**config.mk**
```make
export PLATFORM = sky130hd
export DESIGN_NAME = quad_sample_scheduler
export DESIGN_NICKNAME = d
export VERILOG_FILES = /design/src/rtl/quad_sample_scheduler.sv
export SDC_FILE = /design/constraint.sdc
export NUM_CORES = 1
export LEC_CHECK = 0
export BUFFER_PORTS_ARGS = -buffer_cell sky130_fd_sc_hd__buf_2
export CORE_MARGIN = 1.5
export CORE_UTILIZATION = 44
export DETAILED_ROUTE_END_ITERATION = 6
export MAX_ROUTING_LAYER = met4
export PLACE_DENSITY = 0.69
export RECOVER_POWER = 25
export SYNTH_ARGS = -nofsm -noshare
export SYNTH_HDL_FRONTEND = slang
export SYNTH_SLANG_ARGS = --single-unit
```
**constraint.sdc**
```tcl
create_clock -name clk -period 4.1 [get_ports clk]
set_clock_uncertainty 0.05 [all_clocks]
set_input_delay 0 -clock clk [delete_from_list [all_inputs] [get_ports clk]]
set_output_delay 0 -clock clk [all_outputs]
set_load 0.1 [all_outputs]
```
**src/rtl/quad_sample_scheduler.sv**
```systemverilog
// Shares one quadrature decoder's oe/we/data bus between CPU reads/presets and a periodic velocity sampler.
// Define QSS_VEL_CLAMP_EN to clamp the published velocity to +/-VEL_LIMIT and report clamping on vel_clamp.
module quad_sample_scheduler #(
  parameter int unsigned BUS_WIDTH     = 32,
  parameter int unsigned SAMPLE_CYCLES = 1000,
  parameter int unsigned VEL_LIMIT     = 1024
) (
  input  logic                 clk,
  input  logic                 rst_n,
  input  logic                 cpu_req,
  input  logic                 cpu_wr,
  input  logic [BUS_WIDTH-1:0] cpu_wdata,
  output logic                 cpu_ack,
  output logic [BUS_WIDTH-1:0] cpu_rdata,
  output logic                 qd_oe,
  output logic                 qd_we,
  output logic                 qd_drive,
  output logic [BUS_WIDTH-1:0] qd_wdata,
  input  logic [BUS_WIDTH-1:0] qd_rdata,
  output logic [BUS_WIDTH-1:0] velocity,
  output logic                 vel_valid,
  output logic                 vel_clamp
);

`ifdef QSS_VEL_CLAMP_EN
  localparam bit CLAMP_EN = 1'b1;
`else
  localparam bit CLAMP_EN = 1'b0;
`endif

  localparam logic [BUS_WIDTH-1:0]        TIMER_RELOAD = BUS_WIDTH'(SAMPLE_CYCLES - 1);
  localparam logic signed [BUS_WIDTH-1:0] LIM_POS      = BUS_WIDTH'(VEL_LIMIT);
  localparam logic signed [BUS_WIDTH-1:0] LIM_NEG      = -LIM_POS;

  typedef enum logic [2:0] {
    S_IDLE    = 3'd0,
    S_SMP_OE  = 3'd1,
    S_SMP_CAP = 3'd2,
    S_CPU_OE  = 3'd3,
    S_CPU_CAP = 3'd4,
    S_CPU_WR  = 3'd5
  } state_t;

  state_t               r_state;
  logic [BUS_WIDTH-1:0] r_timer;
  logic                 r_smp_pend;
  logic [BUS_WIDTH-1:0] r_prev;
  logic                 r_cpu_ack;
  logic [BUS_WIDTH-1:0] r_cpu_rdata;
  logic                 r_qd_oe;
  logic                 r_qd_we;
  logic                 r_qd_drive;
  logic [BUS_WIDTH-1:0] r_qd_wdata;
  logic [BUS_WIDTH-1:0] r_velocity;
  logic                 r_vel_valid;
  logic                 r_vel_clamp;

  logic                 w_tick;
  logic                 w_pend_clr;
  logic [BUS_WIDTH-1:0] w_delta;
  logic [BUS_WIDTH-1:0] w_vel_next;
  logic                 w_clamp_next;

  assign w_tick     = (r_timer == '0);
  assign w_pend_clr = (r_state == S_SMP_OE);
  assign w_delta    = qd_rdata - r_prev;

  // Free-running sample timer; a new tick wins over the clear so no period is lost.
  always_ff @(posedge clk or negedge rst_n) begin
    if (!rst_n) begin
      r_timer    <= TIMER_RELOAD;
      r_smp_pend <= 1'b0;
    end else begin
      if (w_tick) begin
        r_timer    <= TIMER_RELOAD;
        r_smp_pend <= 1'b1;
      end else begin
        r_timer <= r_timer - BUS_WIDTH'(1);
        if (w_pend_clr) begin
          r_smp_pend <= 1'b0;
        end
      end
    end
  end

  // Signed saturation of the period delta; folds away when clamping is disabled.
  always_comb begin
    w_vel_next   = w_delta;
    w_clamp_next = 1'b0;
    if (CLAMP_EN) begin
      if ($signed(w_delta) > LIM_POS) begin
        w_vel_next   = LIM_POS;
        w_clamp_next = 1'b1;
      end else if ($signed(w_delta) < LIM_NEG) begin
        w_vel_next   = LIM_NEG;
        w_clamp_next = 1'b1;
      end
    end
  end

  // Bus arbiter; bus controls are registered on entry so they line up with the state they belong to.
  always_ff @(posedge clk or negedge rst_n) begin
    if (!rst_n) begin
      r_state     <= S_IDLE;
      r_prev      <= '0;
      r_cpu_ack   <= 1'b0;
      r_cpu_rdata <= '0;
      r_qd_oe     <= 1'b0;
      r_qd_we     <= 1'b0;
      r_qd_drive  <= 1'b0;
      r_qd_wdata  <= '0;
      r_velocity  <= '0;
      r_vel_valid <= 1'b0;
      r_vel_clamp <= 1'b0;
    end else begin
      r_cpu_ack   <= 1'b0;
      r_vel_valid <= 1'b0;
      r_qd_oe     <= 1'b0;
      r_qd_we     <= 1'b0;
      r_qd_drive  <= 1'b0;
      r_qd_wdata  <= '0;
      case (r_state)
        S_IDLE: begin
          if (r_smp_pend) begin
            r_state <= S_SMP_OE;
            r_qd_oe <= 1'b1;
          end else if (cpu_req && cpu_wr) begin
            r_state    <= S_CPU_WR;
            r_qd_we    <= 1'b1;
            r_qd_drive <= 1'b1;
            r_qd_wdata <= cpu_wdata;
          end else if (cpu_req) begin
            r_state <= S_CPU_OE;
            r_qd_oe <= 1'b1;
          end
        end
        S_SMP_OE: begin
          r_state <= S_SMP_CAP;
          r_qd_oe <= 1'b1;
        end
        S_SMP_CAP: begin
          r_state     <= S_IDLE;
          r_velocity  <= w_vel_next;
          r_vel_clamp <= w_clamp_next;
          r_vel_valid <= 1'b1;
          r_prev      <= qd_rdata;
        end
        S_CPU_OE: begin
          r_state <= S_CPU_CAP;
          r_qd_oe <= 1'b1;
        end
        S_CPU_CAP: begin
          r_state     <= S_IDLE;
          r_cpu_rdata <= qd_rdata;
          r_cpu_ack   <= 1'b1;
        end
        S_CPU_WR: begin
          // Rebase on the preset so the next velocity carries no step.
          r_state   <= S_IDLE;
          r_prev    <= cpu_wdata;
          r_cpu_ack <= 1'b1;
        end
        default: begin
          r_state <= S_IDLE;
        end
      endcase
    end
  end

  assign cpu_ack   = r_cpu_ack;
  assign cpu_rdata = r_cpu_rdata;
  assign qd_oe     = r_qd_oe;
  assign qd_we     = r_qd_we;
  assign qd_drive  = r_qd_drive;
  assign qd_wdata  = r_qd_wdata;
  assign velocity  = r_velocity;
  assign vel_valid = r_vel_valid;
  assign vel_clamp = r_vel_clamp;

endmodule
```
==> results.yml, run 1 <==
logic_synthesis:
  synthSimpleGateAreaFrac_pct: 14.59
  synthXorXnorAreaFrac_pct: 5.605
  yosys_register_bits: 168
  synth_top_family_by_area: "compound AO/OA/AOI/OAI gates"
  synthCells: 819
  async_flop_share_pct: 100.0
  yosys.area_share.adder_pct: 5.076
  synth_compound_area_share_pct: 15.21
  ys_seq_area_share_pct: 50.88
  synth-edff-count: 0
  synth.area.mux_share_pct: 4.487
  yosysWarnings: 0
  synthFlopType: "dfrtp_1"
  avgSynthCellArea_sq_um: 10.11
  syn_nets: 920
  ys_types: 59
  synth_area_sq_mm: 0.008282
sta:
  drv_slew: 95
  rsz0062_at_grt: "false"
  period_minus_slack_ns: 3.031
  tightest_slew_ns: 2.310
  fin_crit_sh_pct: 73.92
  setup_tns_ns: 0
  holdWs_ns: 0.2876
  slew_headroom_pct: -53.99
  fmax_mhz: 329.9
  setup_ws_ns: 1.069
  setup_violations: 0
  hold_viol: 0
critical_path:
  cp_num_buf_inv: 0
  crit_fanout: 6
  r2r_start: "r_timer[10]"
  regToRegSetupSlack_ns: 1.07
  crit_cells: 7
  path_cells: "or4_4 -> or3_4 -> or3_1 -> or3_4 -> nor3_4 -> and4bb_1 -> mux2_2"
  crit_family: "simple AND/OR/NAND/NOR gates"
  r2r_end: "r_timer[31]"
  ff2ff_path_depth: 7
  worstPathRequired_ns: 4.36
  crit_path_frequent_cell: "or3_4"
  worstSetupStartpointType: "flip-flop"
  critPathMaxStageDelay_ns: 0.55
  worst-setup-path-type: "reg -> reg"
  critPathArrivalTime_ns: 3.29
  cp_slowest_cell: "or4_4"
  end_kind: "flip-flop"
detailed_routing:
  drt_first_pass_iters: 5
  drcViolationCount: 0
  ant_nets: 0
  wl_mm: 20.26
  vias: 6886
  routedWlPerCell_um: 15.85
  vias_per_cell: 5.388
  drt_iter0_markers: 415
flow_run:
  drv_cap: 1
global_route:
  met2_usage_pct: 34.81
  overflow: 0
  grt.busiest_layer: "met2"
  grt_pass1_vias: 6844
  grt_max_degree: 95
  grt_use_met1_pct: 28.85
  track_usage_pct: 21.93
  grt_pass1_wl_mm: 33.78
  antenna_found_initial: 0
  met3_usage_pct: 4.479
clock_network:
  cts.sinks: 168
  cts_tree: "yes"
  numCtsBuffers: 17
  clk_path_buf_depth: 2
  cts_setup_buffers: 0
  root_buffer: "clkbuf_16"
  clk_latency_ns: 0.43
  ctsHoldBuffers: 67
  clk_pin_slew_ns: 0.07
  cts_resized: 0
  htreeDepth: 4
die:
  rows: 49
  start_util_pct: 45.48
  core_area_sq_mm: 0.01821
  dieArea_sq_mm: 0.01965
  die_w_um: 140.2
  io_pins: 170
  die_y_um: 140.2
worst_hold_path:
  hold_path_end: "qd_wdata[25]"
  hold_path_depth: 3
  hp-class: "in -> reg"
  hold_start: "cpu_wdata[25]"
cells_and_area:
  fin_nets: 1138
  antenna_cells: 0
  syn_to_final_growth_pct: 27.97
  drive_above_1_share_pct: 24.21
  final_core_util_pct: 58.20
place:
  dp_slack_ns: 1.078
  numPortBuffers: 168
  dp_hpwl_mm: 13.96
  gp_congestion: 0.8712
run_status:
  status: "finished with violations"
  violations: "capacitance limit, slew limit"
==> through the flow <==
stage / std cells / cell area [sq um]
floorplan: 819 / 8282
global placement: 1180 / 9316
detailed placement: 1180 / 9316
CTS: 1278 / 10620
global route: 1278 / 10600
finish: 1278 / 10600
==> tightest hold or removal path, delay by kind of cell <==
kind | cells | cell delay, ns
simple gates | 1 | 0.11
buf+inv | 2 | 0.63
==> synth_stat cells, types with 33 or more instances <==
cell      number  area [sq um]
nor2_1        51         191.4
nand2_1       67         251.5
inv_1         42         157.7
o22ai_1       33         206.5
dfrtp_1      160          4004
mux2_2        33         371.6
a21oi_1       33         165.2
a31oi_1       35         219.0
o21ai_0       54         270.3
xnor2_1       33         289.0
and2_1        35         219.0
clkbuf_1      38         142.6
==> layout make-up <==
type / count / area, sq um
clock buffers: 18 / 439.2
clock inverters: 13 / 192.7
fillers: 1553 / 7611
inverters: 42 / 157.7
multi-input cells: 563 / 3736
flip-flops and latches: 168 / 4214
well taps: 229 / 286.5
repair buffers: 245 / 1572
==> worst max path at each step <==
stage	endpoint	startpoint
after detailed placement	r_timer[31]	r_timer[10]
after global placement	r_timer[31]	r_timer[10]
after global routing	r_timer[28]	r_timer[4]
after floorplan	r_timer[31]	r_timer[10]
after CTS	r_timer[31]	r_timer[10]
final	r_timer[31]	r_timer[10]
==> layout by cell type, fill, tap and decap left out, types with 9 or more instances in the layout <==
cell	Yosys	final
a21o_1	10	10
a21oi_1	33	33
a31oi_1	35	35
and2_1	35	35
buf_2	1	155
buf_4	2	10
clkbuf_1	38	12
clkbuf_16	0	17
dfrtp_1	160	160
dlygate4sd3_1	0	67
ha_1	32	32
inv_1	42	42
mux2_2	33	33
nand2_1	67	66
nand3_1	10	10
nor2_1	51	51
nor3_1	20	19
nor4_1	9	9
o21ai_0	54	54
o22ai_1	33	33
xnor2_1	33	33
xor2_1	20	20
==> layer usage <==
layer  wire length [um]  share of wire [%]
met1               9457                 47
met2               9578                 47
met3                985                4.9
met4                239                1.2
met5                  0                  0
==> kinds of logic after synthesis <==
kind of cell,Yosys count
mux,33
buf+inv,88
other cells,1
simple gates,238
xor+xnor,53
flops,168
fa+ha+maj,33
compound gates,205
==> flip-flops by register name (all words and copies together), names as in the netlist <==
signal and cells:
r_prev 32, qd_wdata 32, velocity 32, cpu_ack 1, cpu_rdata 32, vel_valid 1
r_smp_pend 1, r_state 3, qd_oe 1, r_timer 32, qd_drive 1
Power of run 1 is not shown: default switching activity piles up to over one toggle a cycle in this logic, so the estimate is an artifact.
==> inputs of run 2 (changes only) <==
Clock period 4.1 ns to 2.9 ns, I/O delays scaled along.
==> results.yml, run 2 (synthesis gave the netlist of run 1 again) <==
run_status:
  status: "complete, no violations"
sta:
  period_minus_slack_ns: 2.881
  rsz0062_at_grt: "true"
  hold_viol: 0
  setup_violations: 0
  drv_slew: 0
  fmax_mhz: 347.1
  slew_headroom_pct: 15.81
  fin_crit_sh_pct: 99.34
  tightest_slew_ns: 1.263
global_route:
  track_usage_pct: 22.54
  grt_pass1_vias: 6891
  antenna_found_initial: 0
  overflow: 0
  grt_pass1_wl_mm: 34.34
  grt_max_degree: 66
detailed_routing:
  drt_first_pass_iters: 5
  drt_iter0_markers: 409
  vias: 6884
  ant_nets: 0
  vias_per_cell: 5.366
  routedWlPerCell_um: 16.00
  drcViolationCount: 0
  wl_mm: 20.53
cells_and_area:
  finalInstanceArea_sq_mm: 0.01068
  syn_to_final_growth_pct: 28.99
  antenna_cells: 0
  mostFrequentLayoutCells: "buf_2 (168), dfrtp_1 (160), dlygate4sd3_1 (67), nand2_1 (66), o21ai_0 (54)"
  drive_above_1_share_pct: 26.00
  final_cells: 1283
  final_common_cell: "buf_2"
  fin_nets: 1143
  final_core_util_pct: 58.67
clock_network:
  clk_path_buf_depth: 2
  cts.sinks: 168
  clk_latency_ns: 0.43
  cts_tree: "yes"
  root_buffer: "clkbuf_16"
  htreeDepth: 4
  cts_setup_buffers: 0
  clk_pin_slew_ns: 0.07
  numCtsBuffers: 17
critical_path:
  end_kind: "flip-flop"
  worstSetupStartpointType: "flip-flop"
  cp_slowest_cell: "or4_4"
  crit_fanout: 5
  worst-setup-path-type: "reg -> reg"
  critPathArrivalTime_ns: 3.14
  cp_num_buf_inv: 0
  path_cells: "or4_4 -> or3_4 -> or3_4 -> or3_4 -> nor3_4 -> and4bb_1 -> mux2_4"
  critPathMaxStageDelay_ns: 0.55
  worstPathRequired_ns: 3.16
  crit_family: "simple AND/OR/NAND/NOR gates"
  crit_path_frequent_cell: "or3_4"
die:
  core_area_sq_mm: 0.01821
  rows: 49
  io_pins: 170
  die_w_um: 140.2
  start_util_pct: 45.48
  die_y_um: 140.2
  dieArea_sq_mm: 0.01965
place:
  gp_congestion: 0.8555
  numPortBuffers: 168
  post_dp_cell_area_sq_mm: 0.009454
  post-place-cells: 1185
  dp_hpwl_mm: 14.29
flow_run:
  drv_cap: 0
worst_hold_path:
  hp-class: "in -> reg"
[run 2: changes by cell type in the layout (fill, tap and decap cells not counted), sizes merged]
cell,before,now
clkinvlp,2,0
clkbuf,31,24
inv,46,45
clkinv,3,5
buf,165,181
bufinv,4,1
[run 2: routing by layer]
| layer | up-vias | share of wire, % | global-route usage, % |
|---|---|---|---|
| met4 | 0 | 1.3 | 5.596 |
| met5 | - | 0 | - |
| met1 | 3370 | 45 | 28.98 |
| met3 | 20 | 4.0 | 4.342 |
| li1 | 3343 | - | - |
| met2 | 151 | 49 | 36.84 |
[run 2: metrics by stage]
step / hold WS, ns / worst slack [ns] / TNS, ns
2_1_floorplan: -0.3456 / -0.01956 / -0.01956
3_5_place_dp: -0.06887 / -0.001430 / -0.001430
5_1_grt: 0.2859 / -0.06143 / -0.06143
6_report: 0.2861 / 0.01911 / 0
4_1_cts: 0.04357 / 0.005524 / 0
3_3_place_gp: -0.07145 / 0.05395 / 0
[run 2: final cells by class]
cell class / count / area [sq um]
fill: 1553 / 7526
sequential: 168 / 4214
multi-input combinational: 563 / 3755
timing repair buffer: 250 / 1697
clock buffer: 22 / 484.2
tap: 229 / 286.5
inverter: 42 / 157.7
clock inverter: 9 / 88.84
[run 2: repair_timing]
action	in CTS	in global routing
setup endpoints to repair	1	2
pin swaps	0	0
hold buffers	67	0
hold endpoints to repair	262	0
resized for setup	1	3
[run 2: worst min-delay path, cell delays in order]
cell	delay, ns
dlygate4sd3_1	0.52
buf_2	0.10
and2_1	0.11
[run 2: final timing paths]
kind                                from            to  slack, ns  cells after the start
setup / recovery             r_timer[10]   r_timer[31]       0.02                      7
hold / removal             cpu_wdata[26]  qd_wdata[26]       0.29                      3
setup reg to reg             r_timer[10]   r_timer[31]       0.02                      7
hold reg to reg               r_timer[0]    r_timer[0]       0.41                      1
max in group asynchronous          rst_n    r_timer[3]       0.60                      3
min in group asynchronous          rst_n   qd_wdata[1]       0.32                      2
Power of run 2 is left out for the same reason.
==> inputs of run 3 (changes only) <==
Settings changed: ABC_AREA set to 1.
==> results.yml, run 3 <==
logic_synthesis:
  syn_nets: 1318
  yosys_register_bits: 168
  ys_seq_area_share_pct: 45.89
  synth.top_cell.area_share_pct: 43.60
  synth_area_sq_mm: 0.009184
  synth_area_leaders: "dfrtp_1 (44%), nand2_1 (14%), inv_1 (9.1%)"
  synth_common_cells: "nand2_1 (342), inv_1 (222), dfrtp_1 (160)"
  yosysMostFrequentCell: "nand2_1"
  synthCells: 1217
  avgSynthCellArea_sq_um: 7.546
  ys_types: 42
  yosysWarnings: 0
  synthFlopType: "dfrtp_1"
  synth-edff-count: 0
  synth_largest_area_cell: "dfrtp_1"
  async_flop_share_pct: 100.0
die:
  io_pins: 170
  rows: 52
  dieArea_sq_mm: 0.02175
  die_y_um: 147.5
  start_util_pct: 45.10
  core_area_sq_mm: 0.02036
  die_w_um: 147.5
cells_and_area:
  drive_above_1_share_pct: 17.28
  final_common_cell: "nand2_1"
  syn_to_final_growth_pct: 25.75
  finalInstanceArea_sq_mm: 0.01155
  fillers: 1903
  final_cells: 1735
  mostFrequentLayoutCells: "nand2_1 (341), inv_1 (222), buf_2 (167), dfrtp_1 (160), nor2_1 (128)"
  final_core_util_pct: 56.71
  fin_nets: 1552
pwr:
  p_total_mw: 14.25
  p_clk_share_pct: 15.4
  power_switching_share_pct: 57.32
  p_leak_nw: 6.635
  p_switching_mw: 8.168
  power.density_mw_per_mm2: 1234
  seqPwrFrac_pct: 24.7
  p_int_mw: 6.080
  peakVddDrop_mv: 0.8846
  comb_power_share_pct: 59.9
critical_path:
  end_kind: "flip-flop"
  worst-setup-path-type: "reg -> reg"
  path_cells: "ha_1 -> fa_1 -> inv_1 -> nand3_1 -> nand3_1 -> nand3_1 -> nand3_1 -> nand2_1 -> nand2_1 -> nand2_1 -> nand3_1 -> nand2_1"
  critPathMaxStageDelay_ns: 0.40
  crit_fanout: 3
  critPathArrivalTime_ns: 2.30
  cp_num_buf_inv: 1
  worstSetupStartpointType: "flip-flop"
  crit_family: "simple AND/OR/NAND/NOR gates"
  worstPathRequired_ns: 3.18
  cp_slowest_cell: "fa_1"
  crit_path_frequent_cell: "nand3_1"
clock_network:
  cts_resized: 0
  cts_setup_buffers: 0
  ctsHoldBuffers: 68
  cts_tree: "yes"
  cts.sinks: 168
  clk_latency_ns: 0.43
  clk_pin_slew_ns: 0.08
  clk_path_buf_depth: 2
  root_buffer: "clkbuf_16"
  htreeDepth: 4
  numCtsBuffers: 17
place:
  post_dp_cell_area_sq_mm: 0.01031
  dp_hpwl_mm: 18.06
  gp_congestion: 0.8973
  post-place-cells: 1634
  dp_slack_ns: 0.8743
  numPortBuffers: 168
sta:
  drv_slew: 61
  tightest_slew_ns: 1.599
  fmax_mhz: 494.9
  slew_headroom_pct: -6.624
  rsz0062_at_grt: "false"
  holdWs_ns: 0.2777
  period_minus_slack_ns: 2.021
  setup_violations: 0
  setup_ws_ns: 0.8793
  setup_tns_ns: 0
  fin_crit_sh_pct: 69.68
  hold_viol: 0
detailed_routing:
  wl_mm: 24.60
  vias: 8420
  vias_per_cell: 4.853
  drt_iter0_markers: 562
  routedWlPerCell_um: 14.18
  drt_first_pass_iters: 7
  ant_nets: 0
  drcViolationCount: 0
global_route:
  overflow: 0
  track_usage_pct: 24.15
  grt_pass1_vias: 8272
  grt_max_degree: 66
  antenna_found_initial: 1
  grt_pass1_wl_mm: 40.41
run_status:
  status: "finished with violations"
  violations: "capacitance limit, slew limit"
worst_hold_path:
  hp-class: "in -> reg"
flow_run:
  drv_cap: 1
-- run 3: power groups by stage --
stage / clock [mW] / combinational, mW / sequential (mW)
after global routing: 2.35 / 9.18 / 3.61
final: 2.19 / 8.54 / 3.52
after detailed placement: 0 / 8.44 / 3.53
after floorplan: 0 / 3.11 / 7.17
after CTS: 2.23 / 8.54 / 3.51
after global placement: 0 / 8.35 / 3.53
-- run 3: path summary, 6_finish.rpt --
check	startpoint	end	slack (ns)	depth (start not counted)
hold / removal	cpu_wdata[27]	qd_wdata[27]	0.28	4
setup reg to reg	r_prev[0]	velocity[28]	0.88	12
hold reg to reg	r_smp_pend	qd_drive	0.41	1
max in group asynchronous	rst_n	cpu_rdata[29]	1.20	3
min in group asynchronous	rst_n	qd_wdata[2]	0.44	2
setup / recovery	r_prev[0]	velocity[28]	0.88	12
-- run 3: kinds of logic (layout without fill, tap and decap cells) --
logic type	Yosys count	count (layout)	synth area share, %
AO/OA/AOI/OAI	150	150	8.774
XOR/XNOR	37	37	3.529
adder cells (fa/ha/maj)	33	33	4.578
buffers and inverters	257	504	10.90
flip-flops	168	168	45.89
other	1	2	0.04083
AND/OR/NAND/NOR	571	571	26.29
-- run 3: final cells by class --
class | instances | area [sq um] | share of cell area, %
flip-flops and latches | 168 | 4214 | 36.49
clock inverters | 15 | 136.4 | 1.181
clock buffers | 17 | 425.4 | 3.684
inverters | 228 | 860.8 | 7.454
repair buffers | 244 | 1594 | 13.80
multi-input cells | 792 | 3978 | 34.44
diodes | 1 | 2.502 | 0.02167
well taps | 270 | 337.8 | 2.925
-- run 3: tightest hold or removal path: cells and delay by family --
family / cells / cell delay (ns)
buffers and inverters: 3 / 0.70
AND/OR/NAND/NOR: 1 / 0.04
-- run 3: layer usage --
layer	part of all wire [%]	track usage (%)	vias to the layer above
met1	47	31.73	3925
met2	47	37.96	237
met3	4.4	4.568	42
met4	2.1	7.500	0
li1	-	-	4216
met5	0	-	-
Note: power is estimated with default switching activity, not from simulation.
